==> src/rtl/alu_acc_sequencer.sv <==
// alu_acc_sequencer: queues CLR/LOAD/ADD/SUB commands in a small FIFO and issues
// them one at a time to an external 8-bit add/subtract ALU. The running
// accumulator is ALU operand A, and the ALU result is written back to it.
// Optional build macro: ACC_SAT_EN. When it is defined, an ADD carry or a SUB
// borrow saturates the accumulator instead of letting it wrap.

module alu_acc_sequencer #(
    parameter int DEPTH = 4,
    parameter int AW    = 2
) (
    input  logic          clk,
    input  logic          rst,
    input  logic          cmd_valid,
    output logic          cmd_ready,
    input  logic [1:0]    cmd_op,
    input  logic [7:0]    cmd_data,
    output logic [7:0]    alu_A,
    output logic [7:0]    alu_B,
    output logic          alu_S,
    output logic          alu_E,
    input  logic [7:0]    alu_W,
    output logic [7:0]    acc,
    output logic          carry,
    output logic          done,
    output logic          busy,
    output logic [AW:0]   count
);

    typedef enum logic [1:0] {
        ST_IDLE  = 2'd0,
        ST_ISSUE = 2'd1,
        ST_DONE  = 2'd2
    } state_t;

    typedef enum logic [1:0] {
        OP_CLR  = 2'b00,
        OP_LOAD = 2'b01,
        OP_ADD  = 2'b10,
        OP_SUB  = 2'b11
    } op_t;

    localparam logic [AW:0] FULL_CNT = (AW+1)'(DEPTH);

    // Command FIFO entries: {opcode, operand}
    logic [9:0]    fifo_mem [DEPTH];
    logic [9:0]    head;

    logic [AW-1:0] wr_ptr_q, wr_ptr_d;
    logic [AW-1:0] rd_ptr_q, rd_ptr_d;
    logic [AW:0]   count_q,  count_d;

    state_t        state_q,  state_d;
    op_t           op_q,     op_d;
    logic [7:0]    data_q,   data_d;
    logic [7:0]    acc_q,    acc_d;
    logic          carry_q,  carry_d;

    logic          push;
    logic          pop;
    logic          add_carry;
    logic          sub_borrow;

    assign cmd_ready = (count_q != FULL_CNT);
    assign push      = cmd_valid && cmd_ready;
    // The head leaves the queue exactly when the FSM departs IDLE.
    assign pop       = (state_q == ST_IDLE) && (count_q != '0);
    assign head      = fifo_mem[rd_ptr_q];

    assign add_carry  = (9'(acc_q) + 9'(data_q)) > 9'd255;
    assign sub_borrow = data_q > acc_q;

    assign acc   = acc_q;
    assign carry = carry_q;
    assign count = count_q;
    assign busy  = (state_q != ST_IDLE) || (count_q != '0);

    // FIFO pointer and occupancy bookkeeping; pointers wrap modulo DEPTH.
    always_comb begin
        // NOTE: every signal written in always_comb gets a default first so no latch is inferred.
        wr_ptr_d = wr_ptr_q;
        rd_ptr_d = rd_ptr_q;
        count_d  = count_q;
        if (push) wr_ptr_d = wr_ptr_q + AW'(1);
        if (pop)  rd_ptr_d = rd_ptr_q + AW'(1);
        case ({push, pop})
            2'b10:   count_d = count_q + (AW+1)'(1);
            2'b01:   count_d = count_q - (AW+1)'(1);
            default: count_d = count_q;
        endcase
    end

    // FIFO storage write.
    always_ff @(posedge clk) begin
        // NOTE: the storage array has no reset; an entry is only read after it has been written.
        if (push) fifo_mem[wr_ptr_q] <= {cmd_op, cmd_data};
    end

    // Next state, ALU drive, accumulator write-back and done pulse.
    always_comb begin
        state_d = state_q;
        op_d    = op_q;
        data_d  = data_q;
        acc_d   = acc_q;
        carry_d = carry_q;
        alu_E   = 1'b0;
        alu_S   = 1'b0;
        alu_A   = 8'h00;
        alu_B   = 8'h00;
        done    = 1'b0;

        case (state_q)
            ST_IDLE: begin
                if (count_q != '0) begin
                    op_d    = op_t'(head[9:8]);
                    data_d  = head[7:0];
                    state_d = ST_ISSUE;
                end
            end

            ST_ISSUE: begin
                case (op_q)
                    OP_CLR: begin
                        // ALU disabled, so alu_W is zero and clears the accumulator.
                        carry_d = 1'b0;
                    end
                    OP_LOAD: begin
                        alu_E   = 1'b1;
                        alu_B   = data_q;
                        carry_d = 1'b0;
                    end
                    OP_ADD: begin
                        alu_E   = 1'b1;
                        alu_A   = acc_q;
                        alu_B   = data_q;
                        carry_d = add_carry;
                    end
                    OP_SUB: begin
                        alu_E   = 1'b1;
                        alu_S   = 1'b1;
                        alu_A   = acc_q;
                        alu_B   = data_q;
                        carry_d = sub_borrow;
                    end
                endcase
                // Always take the ALU result, so a faulty ALU shows up on acc.
                acc_d = alu_W;
`ifdef ACC_SAT_EN
                if (op_q == OP_ADD && add_carry)  acc_d = 8'hFF;
                if (op_q == OP_SUB && sub_borrow) acc_d = 8'h00;
`endif
                state_d = ST_DONE;
            end

            ST_DONE: begin
                done    = 1'b1;
                state_d = ST_IDLE;
            end

            default: state_d = ST_IDLE;
        endcase
    end

    // State registers with synchronous reset; a reset also aborts any command in flight.
    always_ff @(posedge clk) begin
        // NOTE: sequential state uses non-blocking assignments so all flops update together at the edge.
        if (rst) begin
            state_q  <= ST_IDLE;
            op_q     <= OP_CLR;
            data_q   <= 8'h00;
            acc_q    <= 8'h00;
            carry_q  <= 1'b0;
            wr_ptr_q <= '0;
            rd_ptr_q <= '0;
            count_q  <= '0;
        end else begin
            state_q  <= state_d;
            op_q     <= op_d;
            data_q   <= data_d;
            acc_q    <= acc_d;
            carry_q  <= carry_d;
            wr_ptr_q <= wr_ptr_d;
            rd_ptr_q <= rd_ptr_d;
            count_q  <= count_d;
        end
    end

endmodule

==> config.mk <==
export PLATFORM = sky130hd
export DESIGN_NAME = alu_acc_sequencer
export DESIGN_NICKNAME = d
export VERILOG_FILES = /design/src/rtl/alu_acc_sequencer.sv
export SDC_FILE = /design/constraint.sdc
export NUM_CORES = 1
export LEC_CHECK = 0
export CORE_AREA = 2 2 78 80
export DETAILED_ROUTE_END_ITERATION = 8
export DIE_AREA = 0 0 80 82
export PLACE_DENSITY = 0.81
export SKIP_LAST_GASP = 1
export SYNTH_ARGS = -nofsm -noshare
export SYNTH_HDL_FRONTEND = slang
export SYNTH_SLANG_ARGS = --single-unit
==> constraint.sdc <==
create_clock -name clk -period 6.45 [get_ports clk]
set_input_delay 1.935 -clock clk [delete_from_list [all_inputs] [get_ports clk]]
set_output_delay 1.935 -clock clk [all_outputs]
set_load 0.01 [all_outputs]
Word level (Yosys, flattened, before mapping)
Memories as Yosys holds them, arrays and structs flattened. A register that Yosys moved wholly into a read port is not among the register bits.
Index checks and enable logic that the tools add are counted.
{"block": "totals", "word_cells": 50, "out_inout_bits": 33, "memories": 1, "in_bits": 21, "ramBits": 40, "regBits": 18}
{"block": "classes", "add_sub_neg": 5, "mux": 15, "eq_ne": 9, "reduce_logical": 12, "n_lt_le_gt_ge": 2}
{"memory": "fifo_mem", "depth": 4, "width": 10, "rd": 1, "rd_ports_with_merged_regs": 1, "wr": 1, "line": "45", "text": "logic [9:0] fifo_mem [DEPTH];"}
{"operator": "8-bit 2-to-1 mux", "n": 4}
{"operator": "8-bit by 8-bit adder with 9-bit output", "n": 1}
{"operator": "9-bit by 8-bit greater-than comparator with 1-bit output (second input constant)", "n": 1}
{"operator": "2-bit == test (second input constant)", "n": 4}
{"operator": "8-bit greater-than comparator", "n": 1}
{"operator": "1-bit 2-to-1 mux", "n": 7}
{"operator": "2-bit by 1-bit == test with 1-bit output (second input constant)", "n": 3}
{"operator": "3-bit case mux with 2 select lines", "n": 1}
{"operator": "2-bit by 1-bit adder with 2-bit output (second input constant)", "n": 2}
{"operator": "2-bit logical NOT", "n": 2}
{"operator": "2-bit case mux with 2 select lines", "n": 1}
{"operator": "2-bit nonzero test", "n": 2}
{"operator": "2-bit OR reduction", "n": 2}
{"operator": "3-bit by 1-bit adder with 3-bit output (second input constant)", "n": 1}
{"operator": "3-bit != test (second input constant)", "n": 1}
{"operator": "1-bit case mux with 3 select lines", "n": 1}
{"operator": "3-bit nonzero test", "n": 1}
{"operator": "3-bit OR reduction", "n": 1}
{"operator": "3-bit by 1-bit subtractor with 3-bit output (second input constant)", "n": 1}
{"operator": "1-bit logical AND", "n": 2}
{"operator": "2-bit 2-to-1 mux", "n": 1}
{"operator": "2-bit by 1-bit != test with 1-bit output (second input constant)", "n": 1}
{"operator": "2-bit AND reduction", "n": 1}
{"operator": "1-bit logical OR", "n": 1}

Logic depth before layout (Yosys ltp)
{"block": "depth", "depth_word": 4, "mapped_depth": 10, "depth_no_buf": 10}

Least setup slack after synthesis
OpenSTA, ideal clock, no wires.
{"block": "synth_timing", "path_type": "input-to-reg", "from": "in cmd_valid", "to": "reg count_q[2], in the netlist count[2]", "t_required_ns": 6.380, "t_arrival_ns": 3.302, "slack_ns": 3.079, "n_path_buf": 0, "cell_stages": 8, "cell_sequence": "and2_1 inv_1 ha_1 inv_1 fa_1 xor2_1 or3_1 a21oi_1"}
{"block": "synth_via", "elab_chain_cells": 3}
{"element": "from (decl)", "line": "13", "text": "input logic cmd_valid,"}
{"element": "1-bit logical AND *", "line": "64", "text": "assign push = cmd_valid && cmd_ready;"}
{"element": "2-bit by 1-bit == test with 1-bit output / 2-bit == test (equally long branches)", "line": "85", "text": "case ({push, pop})"}
{"element": "3-bit case mux with 2 select lines / 2-bit nonzero test (equally long branches)"}
{"element": "to (signal assigned)", "line": "183", "text": "count_q <= count_d;"}
{"element": "to (decl)", "line": "50", "text": "logic [AW:0] count_q, count_d;"}
Every way passes the cells marked *; elsewhere a longest branch is shown, timed or not.
A chain may end at the register's enable or synchronous reset.

Worst setup path in the final report
{"block": "layout_timing", "from": "reg state_q[1]", "to": "out alu_B[5]"}
{"block": "layout_via", "elab_chain_cells": 2}
{"element": "from (decl)", "line": "52", "text": "state_t state_q, state_d;"}
{"element": "from (signal assigned)", "line": "176", "text": "state_q <= state_d;"}
{"element": "2-bit by 1-bit == test with 1-bit output", "line": "111", "text": "case (state_q)"}
{"element": "8-bit 2-to-1 mux", "line": "111"}
{"element": "to (decl)", "line": "18", "text": "output logic [7:0] alu_B,"}
Every way passes these cells.

==> metrics.txt <==
outcome=finished clean; Fin Setup TNS=0 ns; adder and majority gate portion of the synthesized area=under 10%; P_leak=1.399 nW; DPL Wire Length=about 3900 um; fmax=~240 MHz; ys async rst share=0%; Final Setup Violations=0; Synth area leader=edfxtp_1; chip height=a little over 80 um; gpl congestion=0.8529; DR vias=between 2000 and 2500; dpl ws=2.476 ns; Core ar.=between 5000 and 6000 um^2; Hold-fix buffers, CTS=0; Clock Latency Late Sink=around 0.33 ns; crit path launch type=register; I/O Buffers=53; Peak supply drop=roughly 230 uV; most instantiated cells after synthesis=nand2_1 (41), edfxtp_1 (40), dfxtp_1 (28); fin area=3856 um^2; Antenna Cells=0; #FFs+latches synth=68; synth top area cells=edfxtp_1 (39%), dfxtp_1 (18%), ha_1 (8.1%); Pwr per Cell Area=389.4 nW/um^2; worst path required time=~4.5 ns; row count=28; post-synthesis sequential area ratio=a little under three fifths; synth warn=0; Max-Cap Viols=0; Distinct cells, synth=37; Arr. time, crit path=~2.2 ns; DIE WIDTH=about 80 um; post-synthesis mux area share=7.567%; vias in the first global route=~1800; M1 wire length=2453 um; Crit Path Class=reg -> out; # fillers=between 400 and 500; antenna-violating nets left=0; clock sinks=slightly below 70; met2 wire length=between 2000 and 3000 um; Worst slew margin=between 20% and 30%; Tot Pwr=~1.5 mW; Worst Hold Class=reg -> reg; most numerous cell in the Yosys netlist=nand2_1; routed wire length=around 5500 um; Top Metal Used=met4; gr usage total=approximately 17%; largest family of logic cells by synthesized area=simple AND/OR/NAND/NOR gates; PnR worst setup slack=approximately 2.3 ns; CTS max path bufs=2; DRT Pass-1 Iters=4; Slew Viols, Final=0; DR WL met3=around 360 um; post-synthesis average cell area=roughly 12 um^2; crit end category=primary output; syn_nets=roughly 300; Yosys top cell area share=approximately two fifths; Layout Nets=approximately 360; post-synthesis simple-gate area fraction=13.18%; Final Hold Viols=0; Synth Flop Type=edfxtp_1; final worst-path cycle share=roughly 64%; io pins=54; RSZ-0062 raised after global routing=false; setup bufs post-CTS=0; CTS Root Cell=clkbuf_8; placed inst area=~3600 um^2; CTS buffer count=9; EDFF count, synth=40; pin count of the biggest net entering global routing=29; first-pass GRT wire length=between 8000 and 9000 um; Synth Instances=258; Final Skew=between 0.009 and 0.01 ns; compound-gate portion of the synthesized area=6.713%; TritonCTS clock tree=done; worst slew pin tran=around 1.1 ns; Initial Utilization=~54%; layout cells sized above 1=8.491%; XOR/XNOR Fraction of Synth Area=between 1 and 1.5%; Clk pin slew, worst setup/hold paths=roughly 0.070 ns; Initial DRC Count=approximately 100; Area Overhead vs Synth=25.39%; Max Fanout on Critical Path=13; DRC viols=0; post-route minimum period=4.110 ns; H-tree Lvls=3; vias per cell=between 5 and 6; post-synthesis instance area=slightly above 3000 um^2; DIE AREA=6560 um^2; Post-CTS Resized=0; grt total ovfl=0; routed len/inst=13.92 um; initial antenna violation count=0
per-layer routing:
| layer | GRT usage (%) | vias to the layer above |
|---|---|---|
| li1 | - | 1009 |
| met4 | 6.271 | 0 |
| met5 | 0 | - |
| met2 | 27.67 | 64 |
| met1 | 22.24 | 956 |
| met3 | 5.495 | 8 |
final cells by class:
type / instances / area [um^2] / area share (%)
sequential: 68 / 1762 / 45.68
multi-input combinational: 161 / 1179 / 30.56
timing repair buffer: 53 / 530.5 / 13.76
clock buffer: 10 / 127.6 / 3.310
tap: 75 / 93.84 / 2.433
clock inverter: 6 / 88.84 / 2.304
inverter: 20 / 75.07 / 1.947
where the power goes:
group / internal, mW / total (mW) / leakage (nW) / switching [mW]
clock: 0.218 / 0.372 / 0.104 / 0.154
combinational: 0.236 / 0.501 / 0.699 / 0.266
sequential: 0.544 / 0.628 / 0.596 / 0.0846
cells in the final DEF (no fill, tap or decap), drive strengths merged:
cell type       n
a211oi          1
a21oi          25
a31oi           1
and2            7
and2b           1
and3            6
bufinv          2
clkbuf         10
clkdlybuf4s50  53
clkinv          3
clkinvlp        1
dfxtp          28
edfxtp         40
fa              2
ha             20
inv            20
mux4           10
nand2          42
nand2b          2
nand3           1
nand4           2
nor2           20
nor2b           2
nor3            5
o211ai          1
o21a            1
o21ai           3
o21bai          1
o221ai          1
o31ai           1
or3             1
xnor2           2
xor2            3
per-stage QoR:
stage / hold slack, ns / util [%] / std cells
2_1_floorplan: 0.4530 / - / 258
3_3_place_gp: 0.4634 / 63.35 / 377
3_5_place_dp: 0.4626 / 63.35 / 377
4_1_cts: 0.4747 / 67.12 / 393
5_1_grt: 0.5020 / 67.12 / 393
6_report: 0.4768 / 67.12 / 393
worst paths after layout:
kind,startpoint,to,slack [ns],depth (start not counted)
max,state_q[1],alu_B[5],2.34,4
min,acc[1],acc[1],0.48,2
max reg2reg,count[2],count[2],3.85,9
min reg2reg,acc[1],acc[1],0.48,2
sequential cells by signal, indices dropped and copies added, names as in the netlist:
name	flops
acc	8
carry	1
count	3
data_q	8
fifo_mem	40
op_q	2
rd_ptr_q	2
state_q	2
wr_ptr_q	2
critical path, stage by stage, from the launching register on:
cell and delay, ns:
dfxtp_1 0.32, nand2b_1 0.36, nor2_1 0.45, and2_1 0.19, clkdlybuf4s50_1 0.53
cell families (layout without fill, tap and decap cells):
family | after synthesis | in the layout
flip-flops | 68 | 68
buffers and inverters | 29 | 89
AO/OA/AOI/OAI | 35 | 35
AND/OR/NAND/NOR | 89 | 89
multiplexers | 10 | 10
XOR/XNOR | 5 | 5
adder cells (fa/ha/maj) | 22 | 22
No activity file was read; power rests on OpenSTA's default activity.
